File: src/rtl/spi_block_sequencer_if.sv
// spi_block_sequencer_if
//   Bundles the block-side handshake, response-side handshake, SPI byte master
//   handshake and status signals of the block sequencer.
//   master : view of the sequencer itself (drives ready/response/spi_start/spi_tx/status)
//   slave  : view of the surrounding logic (block source, response sink, SPI byte master)
//   Signals:
//     blk_valid/blk_data/blk_ready   block in, byte 0 in the MSBs
//     rsp_valid/rsp_data/rsp_ready   response out, first received byte in the MSBs
//     spi_start/spi_tx               byte request to the SPI master
//     spi_rx/spi_done                byte completion from the SPI master
//     busy/err_timeout               status
interface spi_block_sequencer_if #(
  parameter int unsigned NUM_BYTES = 16
);
  logic                     blk_valid;
  logic [8*NUM_BYTES-1:0]   blk_data;
  logic                     blk_ready;
  logic                     rsp_valid;
  logic [8*NUM_BYTES-1:0]   rsp_data;
  logic                     rsp_ready;
  logic                     spi_start;
  logic [7:0]               spi_tx;
  logic [7:0]               spi_rx;
  logic                     spi_done;
  logic                     busy;
  logic                     err_timeout;

  modport master (
    input  blk_valid, blk_data, rsp_ready, spi_rx, spi_done,
    output blk_ready, rsp_valid, rsp_data, spi_start, spi_tx, busy, err_timeout
  );

  modport slave (
    output blk_valid, blk_data, rsp_ready, spi_rx, spi_done,
    input  blk_ready, rsp_valid, rsp_data, spi_start, spi_tx, busy, err_timeout
  );
endinterface

File: src/rtl/spi_block_sequencer.sv
// spi_block_sequencer
//   Takes one NUM_BYTES-byte block, feeds it MSB byte first to an SPI byte master
//   through its start/tx/done handshake, and gathers the returned bytes into a
//   response block (first returned byte in the MSBs). Inserts GAP_CYCLES idle
//   cycles after every byte and aborts a byte that takes longer than TIMEOUT
//   cycles, returning the partial block with the unfilled low bytes at zero and
//   err_timeout set until the next block is accepted.
//   Ports:
//     clk  system clock, rising edge
//     rst  asynchronous active-high reset
//     bus  spi_block_sequencer_if.master (block, response, SPI and status signals)
module spi_block_sequencer #(
  parameter int unsigned NUM_BYTES  = 16,
  parameter int unsigned GAP_CYCLES = 2,
  parameter int unsigned TIMEOUT    = 1024
) (
  input logic                   clk,
  input logic                   rst,
  spi_block_sequencer_if.master bus
);

  localparam int unsigned BlkW = 8 * NUM_BYTES;
  localparam int unsigned IdxW = $clog2(NUM_BYTES + 1);
  localparam int unsigned ToW  = $clog2(TIMEOUT);
  // A zero-cycle gap still needs a legal (unused) 1-bit counter.
  localparam int unsigned GapW = (GAP_CYCLES > 0) ? $clog2(GAP_CYCLES + 1) : 1;

  typedef enum logic [2:0] {
    StIdle,
    StStart,
    StWait,
    StGap,
    StResp
  } state_e;

  state_e          state_q, state_d;
  logic [BlkW-1:0] tx_q, tx_d;
  logic [BlkW-1:0] rsp_q, rsp_d;
  logic [IdxW-1:0] idx_q, idx_d;
  logic [ToW-1:0]  to_cnt_q, to_cnt_d;
  logic [GapW-1:0] gap_cnt_q, gap_cnt_d;
  logic            err_q, err_d;

  always_ff @(posedge clk or posedge rst) begin
    if (rst) begin
      state_q   <= StIdle;
      tx_q      <= '0;
      rsp_q     <= '0;
      idx_q     <= '0;
      to_cnt_q  <= '0;
      gap_cnt_q <= '0;
      err_q     <= 1'b0;
    end else begin
      state_q   <= state_d;
      tx_q      <= tx_d;
      rsp_q     <= rsp_d;
      idx_q     <= idx_d;
      to_cnt_q  <= to_cnt_d;
      gap_cnt_q <= gap_cnt_d;
      err_q     <= err_d;
    end
  end

  always_comb begin
    state_d   = state_q;
    tx_d      = tx_q;
    rsp_d     = rsp_q;
    idx_d     = idx_q;
    to_cnt_d  = to_cnt_q;
    gap_cnt_d = gap_cnt_q;
    err_d     = err_q;

    unique case (state_q)
      StIdle: begin
        // blk_ready is high in this state, so blk_valid alone means accept.
        if (bus.blk_valid) begin
          tx_d    = bus.blk_data;
          rsp_d   = '0;
          idx_d   = '0;
          err_d   = 1'b0;
          state_d = StStart;
        end
      end

      StStart: begin
        to_cnt_d = '0;
        state_d  = StWait;
      end

      StWait: begin
        if (bus.spi_done) begin
          // Writing the byte at its final position equals shifting it in from
          // the LSB end for a full block, and leaves a partial block MSB-aligned.
          for (int unsigned i = 0; i < NUM_BYTES; i++) begin
            if (idx_q == IdxW'(i)) begin
              rsp_d[8*(NUM_BYTES-1-i) +: 8] = bus.spi_rx;
            end
          end
          tx_d  = {tx_q[BlkW-9:0], 8'h00};
          idx_d = idx_q + 1'b1;
          if (idx_q == IdxW'(NUM_BYTES - 1)) begin
            state_d = StResp;
          end else if (GAP_CYCLES == 0) begin
            state_d = StStart;
          end else begin
            gap_cnt_d = '0;
            state_d   = StGap;
          end
        end else if (to_cnt_q == ToW'(TIMEOUT - 1)) begin
          err_d   = 1'b1;
          state_d = StResp;
        end else begin
          to_cnt_d = to_cnt_q + 1'b1;
        end
      end

      StGap: begin
        if (gap_cnt_q == GapW'(GAP_CYCLES - 1)) begin
          state_d = StStart;
        end else begin
          gap_cnt_d = gap_cnt_q + 1'b1;
        end
      end

      StResp: begin
        if (bus.rsp_ready) begin
          state_d = StIdle;
        end
      end

      default: state_d = StIdle;
    endcase
  end

  assign bus.blk_ready   = (state_q == StIdle);
  assign bus.busy        = (state_q != StIdle);
  assign bus.rsp_valid   = (state_q == StResp);
  assign bus.rsp_data    = rsp_q;
  assign bus.spi_start   = (state_q == StStart);
  assign bus.spi_tx      = tx_q[BlkW-1 -: 8];
  assign bus.err_timeout = err_q;

endmodule

File: src/flat_wrapper.sv
// flat-port wrapper written by rule: the top's interface ports become plain ports
module spi_block_sequencer_flat 
#(
  parameter int unsigned NUM_BYTES  = 16,
  parameter int unsigned GAP_CYCLES = 2,
  parameter int unsigned TIMEOUT    = 1024
)
  (clk, rst, bus_blk_valid, bus_blk_data, bus_rsp_ready, bus_spi_rx, bus_spi_done, bus_blk_ready, bus_rsp_valid, bus_rsp_data, bus_spi_start, bus_spi_tx, bus_busy, bus_err_timeout);
  spi_block_sequencer_if #(.NUM_BYTES(NUM_BYTES)) bus_i ();
  input logic clk;
  input logic rst;
  input wire logic [$bits(bus_i.blk_valid)-1:0] bus_blk_valid;
  input wire logic [$bits(bus_i.blk_data)-1:0] bus_blk_data;
  input wire logic [$bits(bus_i.rsp_ready)-1:0] bus_rsp_ready;
  input wire logic [$bits(bus_i.spi_rx)-1:0] bus_spi_rx;
  input wire logic [$bits(bus_i.spi_done)-1:0] bus_spi_done;
  output wire logic [$bits(bus_i.blk_ready)-1:0] bus_blk_ready;
  output wire logic [$bits(bus_i.rsp_valid)-1:0] bus_rsp_valid;
  output wire logic [$bits(bus_i.rsp_data)-1:0] bus_rsp_data;
  output wire logic [$bits(bus_i.spi_start)-1:0] bus_spi_start;
  output wire logic [$bits(bus_i.spi_tx)-1:0] bus_spi_tx;
  output wire logic [$bits(bus_i.busy)-1:0] bus_busy;
  output wire logic [$bits(bus_i.err_timeout)-1:0] bus_err_timeout;
  assign bus_i.blk_valid = bus_blk_valid;
  assign bus_i.blk_data = bus_blk_data;
  assign bus_i.rsp_ready = bus_rsp_ready;
  assign bus_i.spi_rx = bus_spi_rx;
  assign bus_i.spi_done = bus_spi_done;
  assign bus_blk_ready = bus_i.blk_ready;
  assign bus_rsp_valid = bus_i.rsp_valid;
  assign bus_rsp_data = bus_i.rsp_data;
  assign bus_spi_start = bus_i.spi_start;
  assign bus_spi_tx = bus_i.spi_tx;
  assign bus_busy = bus_i.busy;
  assign bus_err_timeout = bus_i.err_timeout;
  spi_block_sequencer #(.NUM_BYTES(NUM_BYTES), .GAP_CYCLES(GAP_CYCLES), .TIMEOUT(TIMEOUT)) u_core (.clk(clk), .rst(rst), .bus(bus_i));
endmodule
File: config.mk
export PLATFORM = sky130hd
export DESIGN_NAME = spi_block_sequencer_flat
export DESIGN_NICKNAME = d
export VERILOG_FILES = /design/src/rtl/spi_block_sequencer_if.sv /design/src/rtl/spi_block_sequencer.sv /design/src/flat_wrapper.sv
export SDC_FILE = /design/constraint.sdc
export NUM_CORES = 1
export LEC_CHECK = 0
export CORE_UTILIZATION = 50
export CTS_BUF_LIST = sky130_fd_sc_hd__clkbuf_8
export DETAILED_ROUTE_END_ITERATION = 10
export PLACE_DENSITY_LB_ADDON = 0.15
export SLEW_MARGIN = 0
export SYNTH_ARGS = -nofsm -noshare
export SYNTH_HDL_FRONTEND = slang
export SYNTH_SLANG_ARGS = --single-unit
File: constraint.sdc
create_clock -name clk -period 12.9 [get_ports clk]
set_input_delay 2.58 -clock clk [delete_from_list [all_inputs] [get_ports clk]]
set_output_delay 2.58 -clock clk [all_outputs]
set_load 0.01 [all_outputs]
==> results by group <==
Run
  • Maxcap violations: 0

Pwr
  • Seq pwr share: 41.3%
  • Worst vdd ir: 0.120 mV
  • Logic pwr share: 34.1%
  • Switching part of the total power: 35.4%
  • Int Pwr: 1.99 mW
  • Psw: 1.09 mW
  • Power share of the clock group: 24.6%
  • Cell area power density: 192 nW/µm²
  • LEAKAGE: 7.17 nW

Route
  • Avg WL per Cell: 17.9 µm
  • Vias after detailed routing: 9181
  • DRC Markers: 0
  • Iteration-0 DRC Markers: 667
  • Via/cell ratio: 5.26
  • Drt total wl: 31200 µm
  • Drt pass-1 iters: 5
  • Post-route ant nets: 0

Layout
  • Leading cell type in the layout, fill and taps excluded: clkdlybuf4s50_1
  • Nets@finish: 1537
  • Area occupied by multi-input gates: 4870 µm²
  • Filler cells: 1967
  • P&R area growth vs syn: 30.8%
  • Most frequent cells in the layout: 281 x clkdlybuf4s50_1, 277 x dfrtp_1, 225 x nand2_1
  • Post-route cell area: 16100 µm²
  • Reg area: 6930 µm²
  • Fin util: 66.3%
  • Share of layout cells above drive strength 1: 6.26%

GRT
  • Initial antenna violation count: 1
  • Tot GR Track Use: 24.8%
  • Largest net degree at the start of global routing: 160
  • Vias in the first global route: 9233
  • Total congestion overflow: 0
  • First-pass GRT wire length: 49800 µm

Worst setup path
  • Worst Setup End Kind: output port
  • R2R Setup Slk: 10.04 ns
  • Crit-path max FO: 10
  • Worst reg2reg endpoint: u_core.tx_q[56]
  • Critical path's top delay family: buffers and inverters
  • Startpoint Class: register
  • Cell Chain, Critical Path: inv_1 > or3_1 > inv_2 > clkdlybuf4s50_1
  • CP required: 10.32 ns
  • WS Path Type: register to output port
  • Worst Path Buf+Inv: 3
  • Slowest-stage cell, CP: dfrtp_1
  • FF-to-FF path depth: 4
  • Slowest stage delay, CP: 0.59 ns
  • R2r startpoint: u_core.state_q[1]
  • Critical path arrival: 2.43 ns

Clock network
  • Cts hold-fix bufs: 0
  • Clock slew at reported path FFs: 0.06 ns
  • Clock sinks: 277
  • Longest Clk Path Bufs: 3
  • CTS Root Cell: clkbuf_8
  • Cts repair resizes: 0
  • # Post-CTS Setup Buffers: 0
  • H-Tree Depth: 2
  • Clock latency on the worst-skew pair: 0.55 ns
  • CTS tree: built
  • Total CTS buffers: 47

Die
  • IO Pins: 282
  • Die height: 159 µm
  • Die X-Extent: 159 µm
  • Full die area: 25200 µm²
  • Starting Density: 50.7%
  • Std-Cell Rows: 57
  • Core Region: 24200 µm²

Synthesis
  • Post-synth EDFFs: 0
  • Mapped cell area: 12300 µm²
  • Seq/Total Area, Yosys: 56.4%
  • Yosys warnings: 0
  • Syn avg cell area: 10.8 µm²
  • Dominant synthesized flop cell: dfrtp_1
  • #FFs+latches synth: 277
  • Synthesized instance count: 1139
  • Asr flop ratio synth: 100%
  • Synth unique cells: 48
  • Synth Net Count: 1287

Min path
  • Hold Crit Class: register to register
  • Worst hold stages: 2
  • Hold Crit Start: u_core.tx_q[9]
  • Hold EP: u_core.tx_q[9]

STA
  • Final period util: 38.8%
  • Clk_skew: 0.0169 ns
  • RSZ-0062 raised after global routing: false
  • Final hold vios: 0
  • Rel. slew slack: 30.3%
  • Worst Max-Slew Pin Slew: 1.05 ns
  • Setup TNS Final: 0 ns
  • Fmax: 200 MHz
  • Slew Limit Fails: 0
  • Setup violators final: 0
  • Fin crit period: 5.01 ns

Run status
  • Status: finished, final reports clean

Placed design
  • GPL Wtd Cong: 0.798
  • Port Buffers: 281
  • Post-placement cell area: 15200 µm²
  • Hpwl dp: 20300 µm
==> worst max-delay path by stage <==
stage	from	end	cells past startpoint
global route	u_core.state_q[0]	bus_spi_start	4
floorplan	rst	u_core.bus.err_timeout	1
CTS	u_core.state_q[0]	bus_spi_start	4
finish	u_core.state_q[0]	bus_spi_start	4
global placement	bus_blk_valid	u_core.tx_q[44]	5
detailed placement	bus_spi_done	u_core.tx_q[79]	5
==> cell type report <==
type | count | share of cell area (%)
Sequential cell | 277 | 43.1
Multi-Input combinational cell | 754 | 30.3
Timing Repair Buffer | 290 | 17.9
Clock buffer | 57 | 4.88
Tap cell | 324 | 2.52
Clock inverter | 24 | 0.793
Inverter | 19 | 0.490
Antenna cell | 1 | 0.0156
==> through the flow <==
step | power [mW] | worst slack [ns] | hold WS (ns) | cells
4_1_cts | 3.13 | 7.84 | 0.483 | 1745
5_1_grt | 3.30 | 7.74 | 0.501 | 1745
6_report | 3.09 | 7.89 | 0.476 | 1746
3_3_place_gp | 2.32 | 7.62 | 0.458 | 1664
2_1_floorplan | 2.02 | 2.68 | 0.443 | 1139
3_5_place_dp | 2.35 | 7.53 | 0.470 | 1664
==> metal layers <==
| metal | part of all wire [%] | global-route usage (%) | vias up |
|---|---|---|---|
| met5 | 0 | 0 | - |
| met4 | 1.4 | 6.27 | 0 |
| met3 | 7.1 | 6.97 | 42 |
| met2 | 48 | 40.6 | 251 |
| met1 | 43 | 32.5 | 4457 |
| li1 | - | - | 4431 |
==> cells in the mapped netlist (3+ instances only) <==
cell type / number / area (µm²)
buf_4: 19 / 143
or3_1: 3 / 18.8
nor2_1: 7 / 26.3
a22o_1: 8 / 70.1
nand3_1: 54 / 270
o21ai_0: 166 / 831
o21ai_1: 3 / 15.0
ha_1: 7 / 87.6
nor3_4: 4 / 65.1
and3_1: 7 / 43.8
buf_2: 23 / 115
nor3b_1: 7 / 52.6
mux2i_1: 208 / 2080
and2_1: 4 / 25.0
inv_1: 18 / 67.6
nand2_1: 226 / 848
nor3_1: 3 / 15.0
nor2b_1: 4 / 25.0
clkbuf_1: 45 / 169
a211o_1: 3 / 26.3
nand4_1: 5 / 31.3
a21oi_1: 3 / 15.0
dfrtp_1: 277 / 6930
nand4_2: 3 / 37.5
==> worst min-delay path, cell delays in order (launching register included) <==
cell	delay, ns
dfrtp_1	0.34
nand2_1	0.04
o21ai_0	0.06
==> kinds of logic (layout without fill, tap and decap cells) <==
family | Yosys count | after routing | synth area share (%)
other cells | 0 | 1 | 0
mux | 209 | 209 | 17.1
buf+inv | 108 | 390 | 4.23
fa+ha+maj | 7 | 7 | 0.712
simple gates | 340 | 340 | 12.8
xor+xnor | 2 | 2 | 0.143
flops | 277 | 277 | 56.4
compound gates | 196 | 196 | 8.68
==> power groups by stage <==
stage | combinational, mW | sequential [mW] | clock (mW)
finish | 1.05 | 1.27 | 0.761
global route | 1.18 | 1.31 | 0.818
floorplan | 0.754 | 1.26 | 0
detailed placement | 1.07 | 1.29 | 0
CTS | 1.07 | 1.27 | 0.780
global placement | 1.04 | 1.28 | 0
==> sequential cells by signal, summed over array words and instances (netlist names) <==
register	cells
u_core.bus.err_timeout	1
u_core.gap_cnt_q	2
u_core.bus.rsp_data	128
u_core.state_q	3
u_core.tx_q	128
u_core.to_cnt_q	10
u_core.idx_q	5
Power figures use the tool's default switching activity.
